### src/rtl/hp_ctrl_pkg.sv
// rtl/hp_ctrl_pkg.sv - shared run-controller types and program start table
// Constants shared between the run controller and the core's Control decoder.
package hp_ctrl_pkg;

  localparam int PC_W       = 12;
  localparam int N_PROG     = 3;
  localparam int PROG_IDX_W = 2;

  typedef enum logic [2:0] {IDLE, LOAD, RUN, DRAIN, DONE} run_state_t;

  localparam logic [PC_W-1:0] PROG_START [N_PROG] = '{12'h000, 12'h200, 12'h400};

  // Opcode Control decodes as halt; kept here so both sides agree.
  localparam logic [5:0] HALT_OPCODE = 6'h3F;

  // Out-of-range program indices fall back to program 0.
  function automatic logic [PROG_IDX_W-1:0] map_prog(input logic [PROG_IDX_W-1:0] sel,
                                                     input int nprog);
    return (int'(sel) < nprog) ? sel : '0;
  endfunction

endpackage

### src/rtl/run_controller_start_lut.sv
// rtl/run_controller_start_lut.sv - program index to start address lookup
// Purely combinational; unknown indices resolve to the first program.
module start_lut
  import hp_ctrl_pkg::*;
(
  input  logic [PROG_IDX_W-1:0] prog_i,
  output logic [PC_W-1:0]       start_addr_o
);

  always_comb begin
    start_addr_o = PROG_START[0];
    for (int i = 0; i < N_PROG; i++) begin
      if (int'(prog_i) == i) start_addr_o = PROG_START[i];
    end
  end

endmodule

### src/rtl/run_controller.sv
// rtl/run_controller.sv - sequences one program run: reset, PC load, run, halt, drain, done
// Optional RUN_TIMEOUT_EN adds a RUN-cycle timeout that ends the run with err set.
module run_controller
  import hp_ctrl_pkg::*;
#(
  parameter int D     = PC_W,
  parameter int NPROG = N_PROG,
  parameter int CW    = 16,
  parameter int TMO   = 4000
) (
  input  logic                  clk,
  input  logic                  reset,
  input  logic                  req,
  input  logic [PROG_IDX_W-1:0] prog_sel,
  input  logic                  halt,
  output logic                  core_rst,
  output logic                  pc_load,
  output logic [D-1:0]          start_addr,
  output logic                  run,
  output logic                  busy,
  output logic                  done,
  output logic [CW-1:0]         cyc_cnt,
  output logic                  err
);

  run_state_t            state_q, state_d;
  logic [PROG_IDX_W-1:0] prog_q, prog_d;
  logic [CW-1:0]         cnt_q, cnt_d;
  logic [CW-1:0]         cnt_inc;
  logic [PC_W-1:0]       lut_addr;

  assign cnt_inc = (&cnt_q) ? cnt_q : cnt_q + CW'(1);

`ifdef RUN_TIMEOUT_EN
  localparam logic [CW-1:0] TMO_CNT = CW'(TMO);
  logic err_q, err_d;
`endif

  start_lut u_start_lut (
    .prog_i       (prog_q),
    .start_addr_o (lut_addr)
  );

  always_ff @(posedge clk or posedge reset) begin
    if (reset) begin
      state_q <= IDLE;
      prog_q  <= '0;
      cnt_q   <= '0;
`ifdef RUN_TIMEOUT_EN
      err_q   <= 1'b0;
`endif
    end else begin
      state_q <= state_d;
      prog_q  <= prog_d;
      cnt_q   <= cnt_d;
`ifdef RUN_TIMEOUT_EN
      err_q   <= err_d;
`endif
    end
  end

  always_comb begin
    state_d = state_q;
    prog_d  = prog_q;
    cnt_d   = cnt_q;
`ifdef RUN_TIMEOUT_EN
    err_d   = err_q;
`endif
    case (state_q)
      IDLE: begin
        if (req) begin
          prog_d  = map_prog(prog_sel, NPROG);
          state_d = LOAD;
        end
      end
      LOAD: begin
        cnt_d   = '0;
`ifdef RUN_TIMEOUT_EN
        err_d   = 1'b0;
`endif
        state_d = RUN;
      end
      RUN: begin
        // The halt cycle itself is counted as a run cycle.
        cnt_d = cnt_inc;
        if (halt) begin
          state_d = DRAIN;
`ifdef RUN_TIMEOUT_EN
        end else if (cnt_inc >= TMO_CNT) begin
          err_d   = 1'b1;
          state_d = DONE;
`endif
        end
      end
      DRAIN: state_d = DONE;
      DONE: begin
        if (!req) state_d = IDLE;
      end
      default: state_d = IDLE;
    endcase
  end

  assign core_rst   = (state_q == IDLE);
  assign pc_load    = (state_q == LOAD);
  assign run        = (state_q == RUN);
  assign busy       = (state_q == LOAD) || (state_q == RUN) || (state_q == DRAIN);
  assign done       = (state_q == DONE);
  assign start_addr = D'(lut_addr);
  assign cyc_cnt    = cnt_q;
`ifdef RUN_TIMEOUT_EN
  assign err        = err_q;
`else
  assign err        = 1'b0;
`endif

endmodule

### config.mk
export PLATFORM = sky130hd
export DESIGN_NAME = run_controller
export DESIGN_NICKNAME = d
export VERILOG_FILES = /design/src/rtl/hp_ctrl_pkg.sv /design/src/rtl/run_controller_start_lut.sv /design/src/rtl/run_controller.sv
export SDC_FILE = /design/constraint.sdc
export NUM_CORES = 1
export LEC_CHECK = 0
export ABC_AREA = 1
export CORE_UTILIZATION = 42
export CTS_BUF_LIST = sky130_fd_sc_hd__clkbuf_4 sky130_fd_sc_hd__clkbuf_8 sky130_fd_sc_hd__clkbuf_16
export DETAILED_ROUTE_END_ITERATION = 8
export PLACE_DENSITY_LB_ADDON = 0.2
export SLEW_MARGIN = 20
export SYNTH_ARGS = -nofsm -noshare
export SYNTH_HDL_FRONTEND = slang
export SYNTH_HIERARCHICAL = 1
export SYNTH_SLANG_ARGS = --single-unit
### constraint.sdc
create_clock -name clk -period 1.5 [get_ports clk]
set_input_delay 0.45 -clock clk [delete_from_list [all_inputs] [get_ports clk]]
set_output_delay 0.45 -clock clk [all_outputs]
set_load 0.1 [all_outputs]
==> metrics.json <==
{
  "outcome": {
    "status": "finished with violations",
    "violations_in_the_final_reports": "setup timing"
  },
  "placement": {
    "place_ws_ps": -113,
    "place_hpwl_um": 2540,
    "placement.io_buffers": 28,
    "place.gp.congestion": 0.903
  },
  "synthesis": {
    "seq_area_frac_synth": 0.386,
    "netlist_area_um2": 1360,
    "main_combinational_cell_family_by_area_after_synthesis": "simple AND/OR/NAND/NOR gates",
    "synth_top_area_frac": 0.386,
    "synth_area_in_simple_gates": 0.382,
    "synth-compound-area-share": 0.0828,
    "fraction_of_synthesized_area_in_multiplexers": 0,
    "synth-adder-area-share": 0.00920,
    "post_synth_cell_types": 24,
    "synth_area_leaders": "dfrtp_1 (39%), nand2_1 (15%), nand3_1 (7.4%)",
    "synth-xor-area-share": 0.00644,
    "synth_seq_cells": 21,
    "yosys_warnings": 6,
    "syn_area_per_cell_um2": 7.08,
    "netlist.top_cell.by_area": "dfrtp_1",
    "postSynthCellCount": 192
  },
  "floorplan": {
    "initial_core_utilization": 0.445,
    "die_span_in_y_um": 58.9,
    "design.die.area_um2": 3470,
    "core.rowCount": 20,
    "io-pin-count": 40,
    "design.core.area_um2": 3050,
    "die-width_um": 58.9
  },
  "clock_network": {
    "clk_root_buffer_cell": "clkbuf_4",
    "tritoncts": "done",
    "cts_max_path_buffers": 2,
    "clock_insertion_delay_worst_skew_ps": 320,
    "cts.clk_slew.worst_paths_ps": 130,
    "number_of_buffers_created_by_cts": 3,
    "cts_htree_levels": 1,
    "clkSinkCount": 21
  },
  "global_routing": {
    "global_route_wire_length_before_repair_um": 5990,
    "antenna_found_initial": 0,
    "via_count_of_the_first_global_routing_pass": 1383,
    "grt_overflow": 0,
    "grt_start_max_net_pins": 22,
    "grtUsageTotal": 0.230
  },
  "route": {
    "detailedRoute.firstIterationViolations": 73,
    "average_routed_wire_per_standard_cell_um": 14.5,
    "detail_route.vias_per_cell": 5.26,
    "detailroute.via_count": 1532,
    "drt.antenna.violating_nets": 0,
    "drt_drc_violations_left": 0,
    "totalWireLength_um": 4210,
    "firstDrtPassIters": 4
  },
  "layout": {
    "area.sequential_um2": 567,
    "fill_cells": 195,
    "layout.core_utilization": 0.769,
    "most-common-layout-cells": "nand2_1 (39), buf_12 (23), buf_4 (19), nand3_1 (18), nor2_1 (16)",
    "layout.cells.most_common": "nand2_1",
    "area_delta_synth_final_pct": 72.6,
    "antenna-diode-count": 0,
    "finalNetCount": 255,
    "ratio_of_cells_with_drive_above_1_in_the_final_layout": 0.502,
    "area_of_the_multi_input_gates_um2": 895
  },
  "worst_hold_path": {
    "timing.hold.worst.class": "input pin to async pin"
  },
  "pwr": {
    "power.share.combinational": 0.745,
    "power_spent_charging_and_discharging_nets_w": 0.00239,
    "power.density_cell_area_nw_per_um2": 1840,
    "power.ir.vdd_worst_uv": 1640,
    "power.clock.fraction": 0.068,
    "power.share.switching": 0.552,
    "power.internal_w": 0.00194,
    "p_leak_nw": 1.05,
    "seq_power_share": 0.187
  },
  "timing": {
    "hold_violations": 0,
    "clock-skew-final_ps": 9.51,
    "fin_ws_ps": -321,
    "final_max_slew_viol_count": 0,
    "clock.fmax_mhz": 549,
    "finalHoldWorstSlack_ps": 448,
    "setup_viol": 23,
    "final_min_period_over_clock_period": 1.21,
    "rsz0062_at_grt": "yes",
    "final.min_clock_period_ps": 1820
  },
  "critical_path": {
    "cp-start-kind": "register",
    "cp_top_family": "flip-flops",
    "worst_path_largest_cell_delay_ps": 470,
    "buf_inv_on_cp": 2,
    "critPathRequiredTime_ps": 1050,
    "path_class": "register to output pin",
    "regToRegStartpoint": "cyc_cnt[1]",
    "endpoint_kind": "output pin",
    "slack_of_the_worst_reg_to_reg_path_ps": -110,
    "critical_path.max_fanout": 4,
    "critical_path.cell_chain": "nor2_2 > nand2_2 > clkinvlp_4 > buf_12",
    "critical-path-slowest-cell": "dfrtp_2",
    "cp-startpoint": "state_q[1]",
    "cp_data_arrival_time_ps": 1370
  },
  "flow_run": {
    "max_cap_violations": 0
  }
}
[worst min-delay path, delay by kind of cell]
kind     cells  cell delay (ps)
buf+inv      3              720
[cell usage after synthesis]
library cell and number:
nor2_4 1, buf_6 1, a2111oi_0 1, nand2_1 55
nand4_1 6, buf_4 11, o21bai_1 2, nand3_1 20
conb_1 2, o21ai_2 2, inv_1 20, or2_2 4
o21ai_0 11, ha_1 1, o41ai_1 1, nor2_2 1
nand2_4 2, buf_2 1, nor2_1 22, a21boi_1 1
xor2_1 1, dfrtp_1 21, nand2_2 2, nor3_1 3
[path summary, 6_finish.rpt]
path / cells after the start / to
worst min register to register: 1 / state_q[0]
max in group asynchronous: 3 / cyc_cnt[6]
worst max register to register: 9 / cyc_cnt[4]
worst min-delay path: 3 / state_q[2]
min in group clk: 1 / state_q[0]
worst max-delay path: 4 / core_rst
[sequential cells by signal, summed over array words and instances, names as in the netlist]
name     cells
cyc_cnt     16
prog_q       2
state_q      3
[power by group through the flow]
stage	Combinational (W)	Clock [W]	Sequential [W]
after floorplan	0.00155	0	0.00101
after global placement	0.00261	0	0.000792
after detailed placement	0.00264	0	0.000801
after CTS	0.00289	0.000298	0.000794
after global routing	0.00333	0.000320	0.000821
final	0.00323	0.000293	0.000810
[final cells by class]
cell class,instances,share of cell area
clock inverter,1,0.00213
clock buffer,3,0.00959
timing repair buffer,53,0.307
sequential,21,0.241
multi-input combinational,149,0.381
inverter,20,0.0352
tap,44,0.0235
[through the flow]
stage          std cells  TNS (ps)  cell area, um^2  power, W
3_5_place_dp         277      -121             2090   0.00344
3_3_place_gp         277         0             2090   0.00340
5_1_grt              291     -3990             2350   0.00447
2_1_floorplan        201     -2810             1500   0.00256
6_report             291     -2730             2350   0.00433
4_1_cts              288     -1660             2210   0.00398
[cells by family after synthesis]
family,Yosys count
AND/OR/NAND/NOR,116
buffers and inverters,33
flip-flops,21
AO/OA/AOI/OAI,18
other,2
XOR/XNOR,1
adder cells (fa/ha/maj),1
[layer usage]
| metal | vias to the layer above | routed length (um) | GRT usage | part of all wire |
|---|---|---|---|---|
| met1 | 735 | 1690 | 0.293 | 0.40 |
| met2 | 80 | 2170 | 0.386 | 0.51 |
| met5 | - | 0 | 0 | 0 |
| met3 | 10 | 236 | 0.0286 | 0.056 |
| li1 | 707 | - | - | - |
| met4 | 0 | 113 | 0.105 | 0.027 |
[repair_timing]
item                                    CTS  global route
buffers inserted                          8             1
gates resized for setup                  17            30
cloned                                    0             2
endpoints found under the setup margin   21            28
pin swaps                                 7             8
hold buffers                              0             0
Note: power is estimated with default switching activity, not from simulation.
